--- config.mk ---
export PLATFORM = sky130hd
export DESIGN_NAME = br_lite_local_port
export DESIGN_NICKNAME = d
export VERILOG_FILES = /design/src/rtl/br_lite_local_port.sv
export SDC_FILE = /design/constraint.sdc
export NUM_CORES = 1
export LEC_CHECK = 0
export ABC_AREA = 0
export CORE_MARGIN = 2
export CORE_UTILIZATION = 57
export CTS_BUF_LIST = sky130_fd_sc_hd__clkbuf_2 sky130_fd_sc_hd__clkbuf_4 sky130_fd_sc_hd__clkbuf_8
export DETAILED_ROUTE_END_ITERATION = 16
export GPL_ROUTABILITY_DRIVEN = 0
export PLACE_DENSITY = 0.83
export SYNTH_ARGS = -nofsm -noshare
export SYNTH_HDL_FRONTEND = slang
export SYNTH_SLANG_ARGS = --single-unit
--- constraint.sdc ---
create_clock -name clk_i -period 4.4 [get_ports clk_i]
set_input_delay 0.88 -clock clk_i [delete_from_list [all_inputs] [get_ports clk_i]]
set_output_delay 0.88 -clock clk_i [all_outputs]
set_load 0.03 [all_outputs]
--- src/rtl/br_lite_local_port.sv ---
// BrLite local-port adapter: a TX FIFO stamps PE requests and injects them with req/ack,
// and an RX FIFO captures router flits with a one-cycle ack and presents them valid/ready.
package br_lite_pkg;

  typedef enum logic [1:0] {
    BR_SVC_ALL   = 2'd0,
    BR_SVC_TGT   = 2'd1,
    BR_SVC_CLEAR = 2'd2,
    BR_SVC_MON   = 2'd3
  } br_service_t;

  localparam int BR_ID_W      = 5;
  localparam int BR_PAYLOAD_W = 32;

  typedef struct packed {
    br_service_t              service;
    logic [15:0]              seq_source;
    logic [15:0]              seq_target;
    logic [BR_ID_W-1:0]       id;
    logic [BR_PAYLOAD_W-1:0]  payload;
  } br_data_t;

endpackage

module br_lite_local_port
  import br_lite_pkg::*;
#(
  parameter logic [15:0] SEQ_ADDRESS = 16'h0000,
  parameter int          TX_DEPTH    = 4,
  parameter int          RX_DEPTH    = 4
) (
  input  logic                    clk_i,
  input  logic                    rst_ni,
  input  logic                    tx_valid_i,
  output logic                    tx_ready_o,
  input  br_service_t             tx_service_i,
  input  logic [15:0]             tx_target_i,
  input  logic [BR_PAYLOAD_W-1:0] tx_payload_i,
  output logic                    tx_err_o,
  input  logic                    local_busy_i,
  output br_data_t                flit_o,
  output logic                    req_o,
  input  logic                    ack_i,
  input  br_data_t                flit_i,
  input  logic                    req_i,
  output logic                    ack_o,
  output logic                    rx_valid_o,
  input  logic                    rx_ready_i,
  output br_data_t                rx_data_o
);

  localparam int TX_AW = $clog2(TX_DEPTH);
  localparam int RX_AW = $clog2(RX_DEPTH);

  typedef enum logic [1:0] {TX_IDLE, TX_REQ, TX_GAP} tx_state_t;
  typedef enum logic [1:0] {RX_IDLE, RX_ACK, RX_WAIT} rx_state_t;

  // ---------------------------------------------------------------- TX path
  br_data_t           tx_mem [TX_DEPTH];
  logic [TX_AW:0]     tx_wr_ptr, tx_rd_ptr;
  logic [BR_ID_W-1:0] id_cnt;
  tx_state_t          tx_state;
  br_data_t           tx_entry;
  logic               tx_full, tx_empty, tx_push, tx_pop;

  // Pointers carry one extra wrap bit so full and empty are distinguishable.
  assign tx_empty = (tx_wr_ptr == tx_rd_ptr);
  assign tx_full  = (tx_wr_ptr[TX_AW] != tx_rd_ptr[TX_AW]) &&
                    (tx_wr_ptr[TX_AW-1:0] == tx_rd_ptr[TX_AW-1:0]);
  assign tx_ready_o = !tx_full;
  assign tx_push    = tx_valid_i && !tx_full && (tx_service_i != BR_SVC_CLEAR);
  assign tx_pop     = (tx_state == TX_REQ) && ack_i;

  assign tx_entry = '{service:    tx_service_i,
                      seq_source: SEQ_ADDRESS,
                      seq_target: tx_target_i,
                      id:         id_cnt,
                      payload:    tx_payload_i};

  // NOTE: storage arrays are not reset; the pointers alone define which entries are live.
  always_ff @(posedge clk_i) begin
    if (tx_push) tx_mem[tx_wr_ptr[TX_AW-1:0]] <= tx_entry;
  end

  // NOTE: every register uses <= so all updates take effect together at the edge.
  always_ff @(posedge clk_i or negedge rst_ni) begin
    if (!rst_ni) begin
      tx_wr_ptr <= '0;
      tx_rd_ptr <= '0;
      id_cnt    <= '0;
      tx_err_o  <= 1'b0;
    end else begin
      tx_err_o <= tx_valid_i && !tx_full && (tx_service_i == BR_SVC_CLEAR);
      if (tx_push) begin
        tx_wr_ptr <= tx_wr_ptr + (TX_AW+1)'(1);
        id_cnt    <= id_cnt + BR_ID_W'(1);
      end
      if (tx_pop) tx_rd_ptr <= tx_rd_ptr + (TX_AW+1)'(1);
    end
  end

  // The head stays in the FIFO until acked, so flit_o is a stable snapshot of it.
  always_ff @(posedge clk_i or negedge rst_ni) begin
    if (!rst_ni) begin
      tx_state <= TX_IDLE;
      req_o    <= 1'b0;
      flit_o   <= '0;
    end else begin
      case (tx_state)
        TX_IDLE: begin
          if (!tx_empty && !local_busy_i) begin
            flit_o   <= tx_mem[tx_rd_ptr[TX_AW-1:0]];
            req_o    <= 1'b1;
            tx_state <= TX_REQ;
          end
        end
        TX_REQ: begin
          if (ack_i) begin
            req_o    <= 1'b0;
            tx_state <= TX_GAP;
          end
        end
        TX_GAP:  tx_state <= TX_IDLE;
        default: begin
          req_o    <= 1'b0;
          tx_state <= TX_IDLE;
        end
      endcase
    end
  end

  // ---------------------------------------------------------------- RX path
  br_data_t       rx_mem [RX_DEPTH];
  logic [RX_AW:0] rx_wr_ptr, rx_rd_ptr;
  rx_state_t      rx_state;
  logic           rx_full, rx_empty, rx_push, rx_pop;

  assign rx_empty = (rx_wr_ptr == rx_rd_ptr);
  assign rx_full  = (rx_wr_ptr[RX_AW] != rx_rd_ptr[RX_AW]) &&
                    (rx_wr_ptr[RX_AW-1:0] == rx_rd_ptr[RX_AW-1:0]);
  assign rx_push  = (rx_state == RX_IDLE) && req_i && !rx_full;
  assign rx_pop   = !rx_empty && rx_ready_i;

  assign rx_valid_o = !rx_empty;
  assign rx_data_o  = rx_empty ? '0 : rx_mem[rx_rd_ptr[RX_AW-1:0]];

  always_ff @(posedge clk_i) begin
    if (rx_push) rx_mem[rx_wr_ptr[RX_AW-1:0]] <= flit_i;
  end

  // Capture only from RX_IDLE; RX_WAIT absorbs a router req that is still high after ack.
  always_ff @(posedge clk_i or negedge rst_ni) begin
    if (!rst_ni) begin
      rx_state  <= RX_IDLE;
      ack_o     <= 1'b0;
      rx_wr_ptr <= '0;
      rx_rd_ptr <= '0;
    end else begin
      if (rx_push) rx_wr_ptr <= rx_wr_ptr + (RX_AW+1)'(1);
      if (rx_pop)  rx_rd_ptr <= rx_rd_ptr + (RX_AW+1)'(1);
      case (rx_state)
        RX_IDLE: begin
          if (rx_push) begin
            ack_o    <= 1'b1;
            rx_state <= RX_ACK;
          end
        end
        RX_ACK: begin
          ack_o    <= 1'b0;
          rx_state <= RX_WAIT;
        end
        RX_WAIT: begin
          if (!req_i) rx_state <= RX_IDLE;
        end
        default: begin
          ack_o    <= 1'b0;
          rx_state <= RX_IDLE;
        end
      endcase
    end
  end

endmodule

# Word-level counts from Yosys, hierarchy flattened
# Memories as Yosys holds them, arrays and structs flattened. A register that Yosys moved wholly into a read port is not among the register bits.
# Index checks and enable logic that the tools add are counted.
dict set report op_classes {
  n_addsub 5
  eq_ne 16
  muxes 16
  reduce_logical 23
  bitwise 2
}
# operator count
set ops {}
lappend ops {{2-to-1 mux 71 bit} 1}
lappend ops {{adder 3 x 1 -> 3 bit, second input constant} 4}
lappend ops {{logical AND 1 bit} 10}
lappend ops {{inequality test 2 bit, second input constant} 5}
lappend ops {{2-to-1 mux 2 bit} 4}
lappend ops {{AND reduction 2 bit} 4}
lappend ops {{2-to-1 mux 1 bit} 7}
lappend ops {{== test 2 bit, second input constant} 3}
lappend ops {{== test 3 bit} 2}
lappend ops {{zero test 1 bit} 6}
lappend ops {{one-hot mux 2 bit (3 select lines)} 1}
lappend ops {{adder 5 x 1 -> 5 bit, second input constant} 1}
lappend ops {{== test 2 x 1 -> 1 bit, second input constant} 2}
lappend ops {{== test 2 bit} 2}
lappend ops {{zero test 2 bit} 2}
lappend ops {{one-hot mux 2 bit (2 select lines)} 1}
lappend ops {{one-hot mux 1 bit (3 select lines)} 1}
lappend ops {{AND reduction 3 bit} 1}
lappend ops {{inequality test 1 bit} 2}
lappend ops {{inverter 1 bit} 2}
lappend ops {{one-hot mux 1 bit (2 select lines)} 1}
dict set report word_totals {
  ff_bits 40
  elab_cells 75
  ramBits 504
  out_inout_bits 147
  n_memories 2
  in_bits 128
}
# name words width read_ports rd_clocked_by_memory_dff wr line_no
set memory_table {}
lappend memory_table {rx_mem 4 71 1 0 1 133} ;# br_data_t rx_mem [RX_DEPTH];
lappend memory_table {tx_mem 4 55 1 1 1 59} ;# br_data_t tx_mem [TX_DEPTH];

# Longest topological paths before layout
# Gate-level depths: netlist of the first run.
dict set report logic_depth {
  word_depth 7
  ltp_mapped 6
  mapped_depth_nobuf 4
}

# Least setup slack after synthesis of the first run
# OpenSTA, ideal clock, no wires.
dict set report synth_path {
  path_type {input-to-reg}
  from {input port req_i}
  to {memory rx_mem[3][0] (netlist name), enable pin}
  stages 3
  slack_ps 584
  arrival_ps 3378
  path_buffers 0
  t_required_ps 3962
  setup_time_ps 438
  cell_sequence {or3b_2 -> a31oi_2 -> and2_1}
}
dict set report synth_between {
  elab_chain_cells 4
}
# element line_no
set synth_rtl {}
lappend synth_rtl {{from (decl)} 45} ;# input logic req_i,
lappend synth_rtl {{logical AND 1 bit (2 in series)} 141} ;# assign rx_push = (rx_state == RX_IDLE) && req_i && !rx_full;
lappend synth_rtl {{2-to-1 mux 1 bit} 148} ;# if (rx_push) rx_mem[rx_wr_ptr[RX_AW-1:0]] <= flit_i;
lappend synth_rtl {{2-to-1 mux 1 bit (implied by the code)} 148}
lappend synth_rtl {{to (decl)} 133}
# Every way passes these cells.

==> flow_summary.ini, run 1 <==
[grt]
grt_use_total = 0.2152
grt_max_degree = 75
grt_pass1_vias = 11316
grt_pass1_wl_um = 64580
overflow = 0
antenna_found_initial = 4

[timing]
fin_ws_ns = 0.4354
max_freq_mhz = 252.2
setup_viol = 0
fin_skew_ns = 0.02124
slew_headroom = 0.4026
drv_slew = 0
worst_slew_pin_slew_ns = 0.8961
tns_ns = 0
finalHoldViolCount = 0
period_needed_ns = 3.965
rsz0062_at_grt = no
period_share = 0.9010

[pwr]
pwr-share-clk = 0.228
powerDensity_nw_per_um2 = 764.1
switching_share = 0.3344
p_total_mw = 20.78
p_switching_mw = 6.948
power_frac_comb = 0.389
p_leak_nw = 9.230
internal_power_mw = 13.83
p_seq_frac = 0.384
peakVddDrop_v = 0.0006315

[detailed_routing]
vias = 10453
drc = 0
wire_per_inst_um = 22.14
drt_first_iter_violations = 585
ant_nets = 0
highest_layer = met5
drt_first_pass_iters = 5
vias_per_cell = 5.519
drt_wl_total_um = 41930
routed-wl-met3_um = 3304
route.met2.wl_um = 21480
wl_met1_um = 16000

[cts]
post_cts_buffers = 0
cts_tree = done
path_clk_slew_ns = 0.06
root_buffer = clkbuf_8
clk_latency_ns = 0.64
h-tree-depth = 3
cts_buffers = 90
clk_path_buf_depth = 3
cts_resized = 0
clock-sinks = 583
hold_buffers = 0

[logic_synthesis]
ys_top_cells_by_area = edfxtp_1 69%, mux4_2 13%, dfrtp_1 9.0%
syn_area_um2 = 21930
ys.warnings.count = 0
yosysTopAreaCellShare = 0.6901
netlist_instances = 970
synth.largest_area_cell = edfxtp_1
ys.flop_type = edfxtp_1
synth_seq_cells = 583
synth_cell_types = 32
synth_area_per_cell_um2 = 22.61
ys_seq_area_frac = 0.7803
synth_edf_count = 504
synthArstFlopShare = 0.1355

[cells_and_area]
synthToLayoutAreaGrowth_pct = 24.02
drive_gt1_frac = 0.2750
fin_nets = 1439

[worst_setup_path]
timing.rr.start = tx_rd_ptr[0]
crit_fanout = 33
worst-setup-path-type = flip-flop to output port
worstPathArrival_ns = 3.08
required_ns = 3.52
start_kind = flip-flop
worstSetupStartpoint = rx_rd_ptr[0]
endpoint_kind = output port

[die]
die_height_um = 200.1
rows = 71
core_region_area_um2 = 37760
pin_count = 275
start_util = 0.5808
chipWidth_um = 200.1
dieArea_um2 = 40060

[run]
max_cap_viol_count = 0

[place]
port_buffers = 258
place_ws_ns = 0.9613
dp_hpwl_um = 25940

[hold_path]
min-delay-path-class = input pin to async pin

[run_status]
outcome = finished clean
## layout by cell type (no fill, tap or decap), types with 17 or more instances in the layout
cell type	count
dfrtp_1	75
mux2_2	58
and2_1	71
clkdlybuf4s50_1	257
clkbuf_8	103
clkbuf_4	25
mux4_2	126
buf_4	17
edfxtp_1	504
## cells in the mapped netlist (all sizes together) (5+ instances only)
master / instances
and2: 79
buf: 37
clkbuf: 23
dfrtp: 79
edfxtp: 504
ha: 11
inv: 5
mux2: 58
mux4: 126
xnor2: 10
xor2: 8
## power groups by stage
| stage | sequential [mW] | combinational [mW] | clock, mW |
|---|---|---|---|
| finish | 7.97 | 8.08 | 4.73 |
| global route | 8.10 | 8.52 | 5.09 |
| CTS | 7.99 | 8.20 | 4.85 |
| detailed placement | 8.08 | 8.16 | 0 |
| global placement | 7.99 | 8.01 | 0 |
| floorplan | 8.34 | 4.79 | 0 |
## per-layer routing
metal | global-route usage | up-vias
met4 | 0.09195 | 2
li1 | - | 4586
met3 | 0.05597 | 69
met2 | 0.3575 | 446
met1 | 0.2719 | 5350
met5 | 0 | -
## path summary, 6_finish.rpt
check	to	slack [ns]	depth (start not counted)
min reg2reg	rx_wr_ptr[2]	0.49	1
max reg2reg	tx_mem[3][22]	1.77	4
min in group clk_i	rx_wr_ptr[2]	0.49	1
max	rx_data_o[34]	0.44	4
min	flit_o[50]	0.34	1
max in group asynchronous	rx_rd_ptr[1]	3.16	2
## worst max-delay path, stage by stage, from the launching register on
cell             delay [ns]
dfrtp_4                0.74
buf_12                 0.33
mux4_2                 0.56
and2_1                 0.19
clkdlybuf4s50_1        0.60
## sequential cells by signal (all words and copies together) (netlist names)
| register | cells |
|---|---|
| rx_rd_ptr | 3 |
| tx_mem | 220 |
| rx_state | 2 |
| tx_state | 2 |
| rx_wr_ptr | 3 |
| tx_wr_ptr | 3 |
| req_o | 1 |
| rx_mem | 284 |
| tx_rd_ptr | 3 |
| tx_err_o | 1 |
| id_cnt | 5 |
| flit_o | 55 |
| ack_o | 1 |
## kinds of logic (layout without fill, tap and decap cells)
logic type,Yosys count,after routing,share of synthesized area
simple gates,98,98,0.02750
flops,583,583,0.7803
fa+ha+maj,11,11,0.006276
buf+inv,65,458,0.01575
mux,184,184,0.1592
compound gates,10,10,0.003651
other cells,1,21,0.0001710
xor+xnor,18,18,0.007189
## metrics by stage
| step | area (um2) | util | hold WS (ns) | cells |
|---|---|---|---|---|
| floorplan | 21990 | - | 0.4492 | 985 |
| finish | 27200 | 0.7204 | 0.3392 | 1894 |
| global placement | 25220 | 0.6680 | 0.4742 | 1719 |
| detailed placement | 25220 | 0.6680 | 0.4831 | 1719 |
| global route | 27190 | 0.7202 | 0.3739 | 1891 |
| CTS | 27180 | 0.7200 | 0.3282 | 1889 |
## area by class of cell
cell class | instances | area [um2]
fillers | 2131 | 10560
clock buffers | 128 | 1605
flip-flops and latches | 583 | 17120
multi-input cells | 337 | 4557
diodes | 5 | 12.51
clock inverters | 42 | 360.3
well taps | 511 | 639.4
inverters | 5 | 18.77
repair buffers | 283 | 2880
Power figures use the tool's default switching activity.
==> run 2, diff against run 1 <==
--- a/config.mk
+++ b/config.mk
@@ -12,6 +12,7 @@
 export DETAILED_ROUTE_END_ITERATION = 16
 export GPL_ROUTABILITY_DRIVEN = 0
 export PLACE_DENSITY = 0.83
+export SLEW_MARGIN = 20
 export SYNTH_ARGS = -nofsm -noshare
 export SYNTH_HDL_FRONTEND = slang
 export SYNTH_SLANG_ARGS = --single-unit
==> results of run 2 <==
The final DEF is identical to that of run 1; final timing and power are the same.
